`src/rtl/cnt100_seq_ctrl.sv`:
```
// Sequencer for a CNT100 BCD counter: loads a preset and steps toward a target at a TICK_DIV rate, then pulses DONE.
// DONE arrives 2+N*TICK_DIV clocks after acceptance; CMD_READY is high only in IDLE, and PAUSE freezes stepping.
module cnt100_seq_ctrl #(
    parameter int TICK_DIV = 1,
    parameter int PW       = 8
) (
    input  logic       CLK,
    input  logic       RESET_B,
    input  logic       CMD_VALID,
    output logic       CMD_READY,
    input  logic [7:0] CMD_PRESET,
    input  logic [7:0] CMD_TARGET,
    input  logic       CMD_UP,
    input  logic       PAUSE,
    input  logic       ABORT,
    input  logic [7:0] Q,
    output logic       LOAD,
    output logic       EN,
    output logic       UP,
    output logic [7:0] IN,
    output logic       BUSY,
    output logic       DONE,
    output logic       ERR
);

    typedef enum logic [1:0] {
        S_IDLE = 2'd0,
        S_LOAD = 2'd1,
        S_RUN  = 2'd2,
        S_DONE = 2'd3
    } state_t;

    localparam logic [PW-1:0] LP_TICK_MAX = PW'(TICK_DIV - 1);

    state_t        r_state;
    logic [PW-1:0] r_presc;
    logic [7:0]    r_preset;
    logic [7:0]    r_target;
    logic          r_up;
    logic          r_err;
    logic          r_load;
    logic          r_run;
    logic          r_done;
    logic          r_busy;
    logic          r_ready;

    logic w_accept;
    logic w_cmd_ok;
    logic w_tick;
    logic w_at_target;

    function automatic logic is_bcd(input logic [7:0] v);
        return (v[7:4] <= 4'd9) && (v[3:0] <= 4'd9);
    endfunction

    assign w_accept    = CMD_VALID & r_ready;
    assign w_cmd_ok    = is_bcd(CMD_PRESET) & is_bcd(CMD_TARGET);
    assign w_tick      = (r_presc == LP_TICK_MAX);
    // Live Q is compared so the final step is never followed by an overshoot.
    assign w_at_target = (Q == r_target);

    always_ff @(posedge CLK or negedge RESET_B) begin
        if (!RESET_B) begin
            r_state  <= S_IDLE;
            r_presc  <= '0;
            r_preset <= 8'h00;
            r_target <= 8'h00;
            r_up     <= 1'b0;
            r_err    <= 1'b0;
            r_load   <= 1'b0;
            r_run    <= 1'b0;
            r_done   <= 1'b0;
            r_busy   <= 1'b0;
            r_ready  <= 1'b1;
        end else begin
            r_err <= 1'b0;
            case (r_state)
                S_IDLE: begin
                    if (w_accept) begin
                        if (w_cmd_ok) begin
                            r_preset <= CMD_PRESET;
                            r_target <= CMD_TARGET;
                            r_up     <= CMD_UP;
                            r_state  <= S_LOAD;
                            r_load   <= 1'b1;
                            r_busy   <= 1'b1;
                            r_ready  <= 1'b0;
                        end else begin
                            r_err <= 1'b1;
                        end
                    end
                end
                S_LOAD: begin
                    r_load  <= 1'b0;
                    r_presc <= '0;
                    if (ABORT) begin
                        r_state <= S_IDLE;
                        r_busy  <= 1'b0;
                        r_ready <= 1'b1;
                    end else begin
                        r_state <= S_RUN;
                        r_run   <= 1'b1;
                    end
                end
                S_RUN: begin
                    // ABORT takes priority over reaching the target in the same cycle.
                    if (ABORT) begin
                        r_state <= S_IDLE;
                        r_run   <= 1'b0;
                        r_busy  <= 1'b0;
                        r_ready <= 1'b1;
                    end else if (w_at_target) begin
                        r_state <= S_DONE;
                        r_run   <= 1'b0;
                        r_done  <= 1'b1;
                    end else if (!PAUSE) begin
                        r_presc <= w_tick ? '0 : r_presc + PW'(1);
                    end
                end
                S_DONE: begin
                    r_state <= S_IDLE;
                    r_done  <= 1'b0;
                    r_busy  <= 1'b0;
                    r_ready <= 1'b1;
                end
                default: begin
                    r_state <= S_IDLE;
                    r_load  <= 1'b0;
                    r_run   <= 1'b0;
                    r_done  <= 1'b0;
                    r_busy  <= 1'b0;
                    r_ready <= 1'b1;
                end
            endcase
        end
    end

    assign LOAD      = r_load & ~ABORT;
    assign EN        = r_run & w_tick & ~PAUSE & ~ABORT & ~w_at_target;
    assign UP        = r_up;
    assign IN        = r_preset;
    assign BUSY      = r_busy;
    assign DONE      = r_done;
    assign ERR       = r_err;
    assign CMD_READY = r_ready;

endmodule

```
`config.mk`:
```
export PLATFORM = sky130hd
export DESIGN_NAME = cnt100_seq_ctrl
export DESIGN_NICKNAME = d
export VERILOG_FILES = /design/src/rtl/cnt100_seq_ctrl.sv
export SDC_FILE = /design/constraint.sdc
export NUM_CORES = 1
export LEC_CHECK = 0
export ABC_AREA = 1
export BUFFER_PORTS_ARGS = -buffer_cell sky130_fd_sc_hd__buf_2
export CORE_ASPECT_RATIO = 1.1
export CORE_MARGIN = 8
export CORE_UTILIZATION = 45
export CTS_CLUSTER_DIAMETER = 60
export DETAILED_ROUTE_END_ITERATION = 8
export GPL_ROUTABILITY_DRIVEN = 0
export PLACE_DENSITY = 0.66
export SLEW_MARGIN = 20
export SYNTH_ARGS = -nofsm -noshare
export SYNTH_HDL_FRONTEND = slang
export SYNTH_SLANG_ARGS = --single-unit
export TNS_END_PERCENT = 50
```
`constraint.sdc`:
```
create_clock -name CLK -period 2 [get_ports CLK]
set_input_delay 0.2 -clock CLK [delete_from_list [all_inputs] [get_ports CLK]]
set_output_delay 0.2 -clock CLK [all_outputs]
set_load 0.02 [all_outputs]
```
==> results.cfg <==
[floorplan]
core_area_um2 = 3874
start_util_pct = 45.74
die_y_um = 81.81
io_pins = 45
die_width_um = 75.83
die_area_um2 = 6203
num_rows = 24

[clock_tree]
cts_tree = done
clock-sinks = 33
clockBufferDepth = 2
clk_latency_ns = 0.28
htree_levels = 2
root_buffer = clkbuf_8
numCtsBuffers = 5
cts_setup_buffers = 0
path_clk_slew_ns = 0.07

[pwr]
comb_power_share_pct = 39.7
power.share.clock_pct = 23.0
power.internal_uw = 1669
switching_share_pct = 39.90
p_total_uw = 2778
peakVddDrop_mv = 1.017
p_leak_uw = 0.001212
net-switching-power_uw = 1108
p_per_area_nw_per_um2 = 1277
seq_power_share_pct = 37.3

[critical_path]
critPathMaxStageDelay_ns = 0.42
crit_required_ns = 1.80
path_cells = inv_1 -> ha_1 -> nand4_1 -> nor3b_1 -> buf_2
critical_path.slowest_cell = dfrtp_1
end_kind = output port
cp.arrival_ns = 1.57
critPathKind = flop to output port
start_kind = flop
crit_fanout = 4

[synthesis]
syn_avg_cell_area_um2 = 7.539
syn_inst = 235
syn_area_um2 = 1772
seq_area_frac_synth_pct = 46.68
yosysTopAreaCellShare_pct = 45.20
yosys-top-cells-area = dfrtp_1, nand2_1, inv_1
yosysTopAreaCell = dfrtp_1
yosysUniqueCellTypes = 25
syn_nets = 271
ys_warn_count = 0
synth_seq_cells = 33

[hold_path]
min_path_type = input port to flop

[cells_and_area]
n_antenna_cell = 0
fill_cells = 378
finalNetCount = 322
area_growth_pct = 22.81
drive_above_1_share_pct = 20.91

[global_route]
grt_pass1_wl_um = 6858
grt_max_degree = 34
grt_pass1_vias = 1572
grt_remaining_overflow = 0
antenna_found_initial = 0
grt.total_usage_pct = 14.53

[sta]
setup_viol = 0
worst_pin_slew_ns = 0.7172
drv_slew = 0
period_minus_slack_ns = 1.771
relSlewSlack_pct = 52.18
grt_setup_unrepaired = false
skew_ns = 0.004620
hold_viol_final = 0
min_period_over_period_pct = 88.57
fmax_ghz = 0.5645
setup_tns_ns = 0

[detailed_routing]
drt-total-wl_um = 3965
ant_nets = 0
vias = 1595
drtIter0Drc = 102
first_pass_iters = 4
wl_per_cell_um = 11.70
drc_errors = 0
vias_per_cell = 4.705

[placement]
numPortBuffers = 44
dpl.hpwl_um = 2966

[run_status]
status = complete, no violations

[flow_run]
cap_violations = 0
[path summary, 6_finish.rpt]
path,slack (ns),cells after the start,endpoint,startpoint
worst max-delay path,0.23,5,EN,r_presc[0]
worst min-delay path,0.11,3,IN[4],CMD_PRESET[4]
worst max register to register,0.42,7,r_presc[6],r_state[0]
worst min register to register,0.47,2,BUSY,BUSY
max in group asynchronous,1.04,2,r_target[1],RESET_B
min in group asynchronous,0.50,2,IN[7],RESET_B
[worst max-delay path, delay by kind of cell, from the launching register on]
family | cells | cell delay [ns]
fa+ha+maj | 1 | 0.17
buf+inv | 2 | 0.28
flops | 1 | 0.42
simple gates | 2 | 0.42
[per-layer routing]
layer / vias up / share of wire (%) / global-route usage (%)
met3: 2 / 6.6 / 5.739
met1: 723 / 44 / 17.04
li1: 826 / - / -
met2: 44 / 48 / 23.65
met4: 0 / 0.55 / 4.615
met5: - / 0 / 0
[final cells by class]
type                       instances  area, um2  area share [%]
clock buffer                       5      68.82           3.163
multi-input combinational        170      814.5           37.44
timing repair buffer              47      245.2           11.27
sequential                        33      827.0           38.01
clock inverter                     3      46.29           2.128
inverter                          29      108.9           5.003
tap                               52      65.06           2.990
[flip-flops by register name, summed over array words and instances, names as in the netlist]
name       count
IN             8
r_presc        8
r_target       8
r_state        2
BUSY           1
CMD_READY      1
DONE           1
ERR            1
UP             1
r_load         1
r_run          1
[Yosys cell counts (all sizes together)]
cell type and instances:
dfrtp 32, xor2 2, nand2 99, nand3b 1
clkinv 2, dfstp 1, nor2 14, o21ai 13
xnor2 5, buf 3, nand4 2, ha 6
nor3 4, or2 1, inv 27, nor3b 3
a21oi 4, nand3 14, o21bai 2
[cell families (layout without fill, tap and decap cells)]
logic type	count (synthesis)	in the layout	synth area share (%)
AO/OA/AOI/OAI	19	19	5.649
XOR/XNOR	7	7	3.461
adder cells (fa/ha/maj)	6	6	4.237
buffers and inverters	32	84	7.344
flip-flops	33	33	46.68
AND/OR/NAND/NOR	138	138	32.63
[power groups by stage]
stage	Combinational (uW)	Clock [uW]	Sequential, uW
6_report	1100	638	1040
5_1_grt	1270	683	1060
4_1_cts	1120	652	1040
3_5_place_dp	1110	0	1040
3_3_place_gp	1100	0	1040
2_1_floorplan	652	0	1170
[per-stage QoR]
stage               hold slack [ns]  std cells  cell area, um2  worst slack (ns)  utilization, %
finish                       0.1053        339            2176            0.2286           56.17
global route                 0.1018        339            2176           0.05082           56.17
CTS                         0.09914        339            2176            0.1949           56.17
detailed placement           0.3065        330            2051            0.4379           52.94
global placement             0.3100        330            2051            0.4899           52.94
floorplan                  -0.09559        235            1772            0.4918               -
[cell usage in the layout, fill, tap and decap left out, types with 4 or more instances in the layout]
cell type / n
nand2_1: 97
buf_2: 44
dfrtp_1: 32
inv_1: 26
nor2_1: 14
nand3_1: 14
o21ai_0: 7
o21ai_1: 6
ha_1: 6
xnor2_1: 5
clkbuf_8: 5
a21oi_1: 4
[what timing repair did]
action,4_1_cts,5_1_grt
gates resized for setup,0,0
hold buffers,1,0
hold endpoints to repair,10,0
(Power assumes the default switching activity.)
